==> config.mk <==
export PLATFORM = sky130hd
export DESIGN_NAME = lcd_nibble_reader
export DESIGN_NICKNAME = d
export VERILOG_FILES = /design/src/rtl/lcd_nibble_reader.sv
export SDC_FILE = /design/constraint.sdc
export NUM_CORES = 1
export LEC_CHECK = 0
export BUFFER_PORTS_ARGS = -buffer_cell sky130_fd_sc_hd__buf_2
export CORE_ASPECT_RATIO = 1.75
export CORE_MARGIN = 2
export CORE_UTILIZATION = 48
export DETAILED_ROUTE_END_ITERATION = 10
export HOLD_SLACK_MARGIN = 0.08
export PLACE_DENSITY_LB_ADDON = 0.2
export SYNTH_ARGS = -nofsm -noshare
export SYNTH_HDL_FRONTEND = slang
export SYNTH_SLANG_ARGS = --single-unit
==> constraint.sdc <==
create_clock -name inCLK_50MHZ -period 4.5 [get_ports inCLK_50MHZ]
set_input_delay 0.45 -clock inCLK_50MHZ [delete_from_list [all_inputs] [get_ports inCLK_50MHZ]]
set_output_delay 0.45 -clock inCLK_50MHZ [all_outputs]
set_load 0.005 [all_outputs]
==> src/rtl/lcd_nibble_reader.sv <==
// HD44780 4-bit read engine: two E strobes capture the high then low nibble of SF_D[11:8].
// Optional macro LCD_BUSY_POLL_EN adds busy-flag polling (poll input, timeout output).
module lcd_nibble_reader #(
  parameter int unsigned SETUP_CYC  = 2,
  parameter int unsigned E_HIGH_CYC = 20,
  parameter int unsigned E_LOW_CYC  = 50,
  parameter int unsigned POLL_LIMIT = 255
) (
  input  logic       inCLK_50MHZ,
  input  logic       BTN_NORTH,
  input  logic       req,
  input  logic       rs_sel,
`ifdef LCD_BUSY_POLL_EN
  input  logic       poll,
  output logic       timeout,
`endif
  input  logic [3:0] SF_D_in,
  output logic       LCD_E,
  output logic       LCD_RS,
  output logic       LCD_RW,
  output logic       rd_active,
  output logic       busy,
  output logic       valid,
  output logic [7:0] rdata
);

  localparam logic [2:0] IDLE  = 3'd0;
  localparam logic [2:0] SETUP = 3'd1;
  localparam logic [2:0] EHI1  = 3'd2;
  localparam logic [2:0] ELO1  = 3'd3;
  localparam logic [2:0] EHI2  = 3'd4;
  localparam logic [2:0] ELO2  = 3'd5;
  localparam logic [2:0] DONE  = 3'd6;

  localparam logic [7:0] SETUP_LD = 8'(SETUP_CYC - 1);
  localparam logic [7:0] EHI_LD   = 8'(E_HIGH_CYC - 1);
  localparam logic [7:0] ELO_LD   = 8'(E_LOW_CYC - 1);
  localparam logic [8:0] POLL_MAX = 9'(POLL_LIMIT);

  logic [2:0] state_q, state_d;
  logic [7:0] cnt_q, cnt_d;
  logic [7:0] reads_q, reads_d;
  logic       rs_q, rs_d;
  logic       poll_q, poll_d;
  logic [3:0] hi_q, hi_d;
  logic [3:0] lo_q, lo_d;
  logic       poll_w;
  logic       in_xfer;

`ifdef LCD_BUSY_POLL_EN
  assign poll_w = poll;
`else
  assign poll_w = 1'b0;
`endif

  always_comb begin
    state_d = state_q;
    cnt_d   = cnt_q;
    reads_d = reads_q;
    rs_d    = rs_q;
    poll_d  = poll_q;
    hi_d    = hi_q;
    lo_d    = lo_q;
    unique case (state_q)
      IDLE: if (req) begin
        state_d = SETUP;
        cnt_d   = SETUP_LD;
        rs_d    = rs_sel;
        poll_d  = poll_w;
        reads_d = 8'd0;
      end
      SETUP: if (cnt_q == 8'd0) begin
        state_d = EHI1;
        cnt_d   = EHI_LD;
      end else cnt_d = cnt_q - 8'd1;
      EHI1: if (cnt_q == 8'd0) begin
        hi_d    = SF_D_in;
        state_d = ELO1;
        cnt_d   = ELO_LD;
      end else cnt_d = cnt_q - 8'd1;
      ELO1: if (cnt_q == 8'd0) begin
        state_d = EHI2;
        cnt_d   = EHI_LD;
      end else cnt_d = cnt_q - 8'd1;
      EHI2: if (cnt_q == 8'd0) begin
        lo_d    = SF_D_in;
        state_d = ELO2;
        cnt_d   = ELO_LD;
      end else cnt_d = cnt_q - 8'd1;
      ELO2: if (cnt_q == 8'd0) begin
        // Busy flag still set on a polled status read: go round again until the read budget is spent.
        if (poll_q && !rs_q && hi_q[3] && (({1'b0, reads_q} + 9'd1) < POLL_MAX)) begin
          state_d = SETUP;
          cnt_d   = SETUP_LD;
          reads_d = reads_q + 8'd1;
        end else state_d = DONE;
      end else cnt_d = cnt_q - 8'd1;
      DONE:    state_d = IDLE;
      default: state_d = IDLE;
    endcase
  end

  // Outputs are registered from the next state so they line up with the state they describe.
  assign in_xfer = (state_d == SETUP) || (state_d == EHI1) || (state_d == ELO1) ||
                   (state_d == EHI2)  || (state_d == ELO2);

  always_ff @(posedge inCLK_50MHZ) begin
    if (BTN_NORTH) begin
      state_q   <= IDLE;
      cnt_q     <= 8'd0;
      reads_q   <= 8'd0;
      rs_q      <= 1'b0;
      poll_q    <= 1'b0;
      LCD_E     <= 1'b0;
      LCD_RS    <= 1'b0;
      LCD_RW    <= 1'b0;
      rd_active <= 1'b0;
      busy      <= 1'b0;
      valid     <= 1'b0;
      rdata     <= 8'd0;
    end else begin
      state_q   <= state_d;
      cnt_q     <= cnt_d;
      reads_q   <= reads_d;
      rs_q      <= rs_d;
      poll_q    <= poll_d;
      hi_q      <= hi_d;
      lo_q      <= lo_d;
      LCD_E     <= (state_d == EHI1) || (state_d == EHI2);
      LCD_RS    <= in_xfer & rs_d;
      LCD_RW    <= in_xfer;
      rd_active <= in_xfer;
      busy      <= (state_d != IDLE);
      valid     <= (state_d == DONE);
      if (state_d == DONE) rdata <= {hi_q, lo_q};
    end
  end

`ifdef LCD_BUSY_POLL_EN
  // Reaching DONE with the busy flag still set on a polled status read means the budget ran out.
  always_ff @(posedge inCLK_50MHZ) begin
    if (BTN_NORTH) timeout <= 1'b0;
    else if (state_d == DONE) timeout <= poll_q & ~rs_q & hi_q[3];
  end
`endif

endmodule

==> metrics, run 1 <==
synth warn=0; Final min period=2630 ps; layout cell share with drive strength beyond 1=0.197; actual slew at the worst max-slew pin=1200 ps; Yosys cell types=47; CP Launch Type=flop; Slew Limit Fails=0; syn_area_per_cell=9.84 um^2; Final period util=0.583; Setup violations, final=0; Max Cap Viol=0; async set-reset flop share out of synthesis=0; root buf cell=clkbuf_8; later-pin clock latency in the skew report=290 ps; IO Port Bufs=21; Clock Path Buffers=2; GRT overflow=0; PwrDens=719 nW/um^2; Area Growth Syn to Fin=11.6%; Cell Area, Synth=1530 um^2; vias per cell=6.09; drt wl/cell=16.7 um; post-CTS setup buffer count=0; global-route wire length before repair=5620 um; Tot Pwr=1220 uW; status=completed; # rows=27; Initial DRT Pass Iterations=4; CTS tree=done; Setup crit end kind=flop; Die W=46.6 um; r2r setup slk=1870 ps; core area=3070 um^2; number of global-route vias before repair=1294; number of enable flip-flop cells after synthesis=8; vias post-DR=1315; H-tree levels=2; CP Class=reg2reg; number of routed nets with antenna violations=0; RSZ-0062 raised after global routing=no; CTS Hold Buffers Added=0; largest net degree at the start of global routing=27; Seq/Total Area, Yosys=0.486; IR drop worst, VDD=305 uV; gpl congestion=0.965; hpwl dp=2600 um; HP Class=in2reg; GRT Total Usage=0.215; Initial DRC Count=62; worst endpoint data arrival time=2780 ps; Final TNS setup=0 ps; Mapped Cells=155; Starting Density=0.496; drc violations=0; cts repair resizes=0; io pins=22; Die Height=78.6 um; Max Fclk=381 MHz; Sink Count=33; DRT Wirelength=3610 um; Final Skew=4.49 ps; crit path max fanout=9; Antenna diodes=0; Layout Nets=182; Syn Nets=165; Util after Layout=0.554; cts bufs inserted=5; top_reg_cell synth=dfxtp_1; Leak Pwr=0.000639 uW; Yosys reg bits=33; clock-pin slew on the worst setup and hold paths=70 ps; Worst Path Required=4650 ps; antenna violations before repair=0; DIE AREA=3660 um^2; Fin. Hold Viols=0; Rel. slew slack=0.194
[sequential cells by signal, indices dropped and copies added, names as in the netlist]
| name | count |
|---|---|
| busy | 1 |
| rdata | 8 |
| lo_q | 4 |
| rs_q | 1 |
| state_q | 3 |
| rd_active | 1 |
| cnt_q | 8 |
| hi_q | 4 |
| valid | 1 |
| LCD_E | 1 |
| LCD_RS | 1 |
[final timing paths]
path,startpoint,end,cells past startpoint
hold reg to reg,rs_q,rs_q,2
hold / removal,SF_D_in[0],lo_q[0],1
setup reg to reg,cnt_q[2],rdata[5],4
setup / recovery,cnt_q[2],rdata[5],4
[Yosys cell counts (2+ instances only)]
library cell | instances | area, um^2
a211oi_1 | 2 | 15.0
a21oi_1 | 10 | 50.1
a311oi_1 | 2 | 17.5
a31oi_1 | 4 | 25.0
and2_1 | 2 | 12.5
buf_2 | 2 | 10.0
buf_4 | 2 | 15.0
clkbuf_1 | 4 | 15.0
dfxtp_1 | 25 | 500
edfxtp_1 | 8 | 240
ha_1 | 2 | 25.0
inv_1 | 6 | 22.5
mux2i_1 | 8 | 80.1
nand2_1 | 4 | 15.0
nand2b_1 | 5 | 31.3
nand3_1 | 4 | 20.0
nand3b_1 | 2 | 15.0
nand4_1 | 3 | 18.8
nor2_1 | 16 | 60.1
nor2b_1 | 2 | 12.5
nor3_1 | 2 | 10.0
nor3b_1 | 2 | 15.0
nor4_1 | 6 | 37.5
o211a_1 | 2 | 20.0
o211ai_1 | 2 | 15.0
o21ai_0 | 5 | 25.0
o31ai_1 | 2 | 15.0
or4_1 | 2 | 15.0
[kinds of logic after synthesis]
group	after synthesis	synth area share
AND/OR/NAND/NOR	55	0.198
AO/OA/AOI/OAI	39	0.180
buffers and inverters	17	0.0607
multiplexers	9	0.0599
flip-flops	33	0.486
adder cells (fa/ha/maj)	2	0.0164
[worst max-delay path, stage by stage (launching register included)]
cell	delay (ps)
dfxtp_1	370
or4_1	700
nor4_2	1050
mux2i_1	310
nor2_1	60
[per-stage QoR]
stage	worst slack, ps	hold slack [ps]	area, um^2	cells
after floorplan	2420	445	1530	155
after global placement	1970	459	1620	208
after detailed placement	1820	476	1620	208
after CTS	1830	345	1700	216
after global routing	1750	346	1700	216
final	1870	353	1700	216
[final cells by class]
cell class,count,area [um^2]
Clock buffer,6,72.6
Clock inverter,2,10.0
Fill cell,291,1370
Inverter,6,22.5
Multi-Input combinational cell,105,698
Sequential cell,33,741
Tap cell,43,53.8
Timing Repair Buffer,21,105
[placed cells by master (no fill, tap or decap), drive strengths merged, types with 2 or more instances in the layout]
| cell type | netlist | layout |
|---|---|---|
| nand3b | 2 | 2 |
| dfxtp | 25 | 25 |
| clkinv | 0 | 2 |
| nor3 | 2 | 2 |
| o211a | 2 | 2 |
| nor4 | 6 | 6 |
| mux2i | 8 | 8 |
| nand2 | 4 | 4 |
| nor2b | 2 | 2 |
| inv | 6 | 6 |
| ha | 2 | 2 |
| nor3b | 2 | 2 |
| or3 | 2 | 2 |
| o21ai | 6 | 6 |
| nand4 | 3 | 3 |
| or4 | 2 | 2 |
| a311oi | 2 | 2 |
| a31oi | 4 | 4 |
| nand2b | 5 | 5 |
| buf | 5 | 21 |
| o211ai | 2 | 2 |
| a211oi | 2 | 2 |
| nand3 | 4 | 4 |
| nor2 | 16 | 16 |
| clkbuf | 6 | 6 |
| and2 | 2 | 2 |
| a21oi | 10 | 10 |
| edfxtp | 8 | 8 |
| o31ai | 2 | 2 |
[where the power goes]
part	switching, uW	internal (uW)
combinational	351	209
clock	106	107
sequential	89.9	362
[layer usage]
metal  vias up  wire length, um  GRT usage
li1        614                -          -
met1       636             1340      0.209
met2        53             1990      0.369
met3        12              155     0.0529
met4         0              127      0.144
met5         -                0          0
(Power assumes the default switching activity.)
==> inputs of run 2 (changes only) <==
--- a/config.mk
+++ b/config.mk
@@ -5,6 +5,7 @@
 export SDC_FILE = /design/constraint.sdc
 export NUM_CORES = 1
 export LEC_CHECK = 0
+export ABC_AREA = 1
 export BUFFER_PORTS_ARGS = -buffer_cell sky130_fd_sc_hd__buf_2
 export CORE_ASPECT_RATIO = 1.75
 export CORE_MARGIN = 2
==> constraint.sdc (replaced) <==
create_clock -name inCLK_50MHZ -period 2.6 [get_ports inCLK_50MHZ]
set_input_delay 0.26 -clock inCLK_50MHZ [delete_from_list [all_inputs] [get_ports inCLK_50MHZ]]
set_output_delay 0.26 -clock inCLK_50MHZ [all_outputs]
set_load 0.005 [all_outputs]
==> run 2 against run 1 <==
Net effect:
- die area is 2.3% higher
- critical path depth increased by 5
- utilization rose by 1.5 points
- final area grew 4.9%
- clock power up 130%
- synthesized area is 2.5% higher
- wire length down 14%
- combinational power increased by 95%
- worst hold slack got worse by 180 ps
- non-clock buffer count grew 1
- sequential power up 60%
- critical path type unchanged
==> metrics, run 2 <==
hold depth=1 (unchanged); GRT overflow=0 (unchanged); hpwl dp=2300 um (-12%); Slew Limit Fails=0 (unchanged); Critical Path Max Stage Delay=340 ps (-710 ps); root buf cell=clkbuf_8; Clock Path Buffers=2 (unchanged); status=completed; Inst Count DP=251 (+21%); number of global-route vias before repair=1248 (-3.6%); HP Start=SF_D_in[2]; io pins=22 (unchanged); CTS tree=done; Max Fclk=506 MHz (+33%); Hold WS=174 ps (-179 ps); Final period util=0.760 (+0.176); CP Launch Type=flop; gpl congestion=0.877 (-9.2%); post-CTS setup buffer count=0 (unchanged); Max Cap Viol=0 (unchanged); drc violations=0 (unchanged); most frequent cells in the layout=39 x nand2_1, 28 x inv_1, 25 x dfxtp_1, 21 x buf_2, 15 x nor2_1; Final Skew=7.57 ps (+3.09 ps); Yosys reg bits=33 (unchanged); Final min period=1980 ps (-650 ps); count leader, synth=nand2_1; Setup violations, final=0 (unchanged); actual slew at the worst max-slew pin=586 ps (-613 ps); pre-CTS setup slack=641 ps (-1180 ps); number of enable flip-flop cells after synthesis=8 (unchanged); Die W=47.1 um (+1.1%); cts bufs inserted=5 (unchanged); worst endpoint data arrival time=2140 ps (-640 ps); RSZ-0062 raised after global routing=no; vias post-DR=1311 (-0.30%); Fin. Hold Viols=0 (unchanged); Final WS setup=625 ps (-1250 ps); layout cell share with drive strength beyond 1=0.222 (+0.0257); IR drop worst, VDD=657 uV (+120%); Starting Density=0.497 (+0.00128); PwrDens=1290 nW/um^2 (+79%); H-tree levels=2 (unchanged); IO Port Bufs=21 (unchanged); Antenna diodes=0 (unchanged); cts repair resizes=0 (unchanged); Leak Pwr=0.000798 uW (+25%); Initial DRC Count=54 (-13%); Setup crit end kind=flop; hold endpoint=lo_q[2]; Worst Path Required=2770 ps (-1880 ps); core area=3140 um^2 (+2.2%); Layout Nets=225 (+24%); syn_area_per_cell=8.10 um^2 (-18%); HP Class=in2reg; crit path max fanout=19 (+10); Sink Count=33 (unchanged); Synth area leader=dfxtp_1; Die Height=79.5 um (+1.2%); DIE AREA=3750 um^2 (+2.3%); top_reg_cell synth=dfxtp_1; clock-pin slew on the worst setup and hold paths=70 ps (about the same); r2r endpoint=cnt_q[1]; R2R cell count=9 (+5); async set-reset flop share out of synthesis=0 (unchanged); largest registers=cnt_q (8), rdata (8); global-route wire length before repair=5140 um (-8.5%); Non-Filler Instances=259 (+20%); Syn Nets=203 (+23%); Slowest-stage cell, CP=dfxtp_1; synth warn=0 (unchanged); CP Class=reg2reg; DRT Wirelength=3100 um (-14%); Synth top area share=0.320 (-0.00788); Critical R2R Launch=cnt_q[0]; Most common cell on crit path=inv_1; Filler cells=288 (-1.0%); Initial DRT Pass Iterations=4 (unchanged); Cell Area, Synth=1560 um^2 (+2.5%); CTS Hold Buffers Added=0 (unchanged); Seq/Total Area, Yosys=0.474 (-0.0117); Mapped Cells=193 (+25%); CP Cell Sequence=inv_1, ha_1, nand3_1, nor2_4, nand3_4, nand2_4, inv_1, o21ai_0, nor2_1; # rows=27 (unchanged); drt wl/cell=12.0 um (-28%); Rel. slew slack=0.606 (+0.412); vias per cell=5.06 (-17%); Post-synth top cells=39 x nand2_1, 28 x inv_1, 25 x dfxtp_1, 15 x nor2_1, 14 x a21oi_1; largest cells by area after synthesis=dfxtp_1 32%, edfxtp_1 15%, nand2_1 9.4%; later-pin clock latency in the skew report=280 ps (about the same); antenna violations before repair=0 (unchanged); most common cell after layout, fill and taps aside=nand2_1; GRT Total Usage=0.190 (-0.0251); number of routed nets with antenna violations=0 (unchanged); Final TNS setup=0 ps (unchanged); Yosys cell types=32 (-32%); Area Growth Syn to Fin=14.3%; r2r setup slk=620 ps (-1250 ps); largest net degree at the start of global routing=20 (-26%)
run 2: through the flow:
| stage | total power (uW) | cell area [um^2] | util |
|---|---|---|---|
| 2_1_floorplan | 1660 | 1560 | - |
| 3_3_place_gp | 1770 | 1670 | 0.532 |
| 3_5_place_dp | 1800 | 1670 | 0.532 |
| 4_1_cts | 2300 | 1790 | 0.569 |
| 5_1_grt | 2490 | 1790 | 0.569 |
| 6_report | 2300 | 1790 | 0.569 |
run 2: worst max path at each step:
stage | start | to | slack (ps) | cells after the start
2_1_floorplan | cnt_q[0] | hi_q[0] | 880 | 7
3_3_place_gp | cnt_q[0] | lo_q[1] | 710 | 6
3_5_place_dp | cnt_q[0] | hi_q[3] | 640 | 6
4_1_cts | cnt_q[0] | hi_q[0] | 620 | 6
5_1_grt | cnt_q[0] | cnt_q[1] | 380 | 9
6_report | cnt_q[0] | cnt_q[1] | 620 | 9
run 2: power breakdown:
part,internal [uW],switching [uW]
Sequential,634,90.8
Combinational,364,721
Clock,312,178
run 2: area by class of cell:
class,instances,area [um^2],area share
Sequential cell,33,741,0.415
Clock inverter,1,30.0,0.0168
Inverter,30,113,0.0630
Timing Repair Buffer,22,113,0.0630
Tap cell,43,53.8,0.0301
Multi-Input combinational cell,123,651,0.364
Clock buffer,7,86.3,0.0483
run 2: worst max-delay path, delay by kind of cell, from the launching register on:
| kind | cells | cell delay [ps] |
|---|---|---|
| DFF | 1 | 340 |
| buffers and inverters | 2 | 230 |
| and+or+nand+nor | 5 | 940 |
| adders and majority gates | 1 | 160 |
| AOI/OAI and AO/OA | 1 | 190 |
run 2: per-layer routing:
layer	up-vias	routed length, um	GRT usage
met4	0	110	0.114
met1	610	1230	0.198
met2	34	1640	0.322
met5	-	0	0
li1	659	-	-
met3	8	113	0.0430
run 2: kinds of logic (layout without fill, tap and decap cells):
kind of cell | after synthesis | after routing | share of synthesized area
simple gates | 84 | 84 | 0.265
buf+inv | 37 | 60 | 0.110
compound gates | 36 | 36 | 0.130
flops | 33 | 33 | 0.474
fa+ha+maj | 2 | 2 | 0.0160
xor+xnor | 1 | 1 | 0.00561
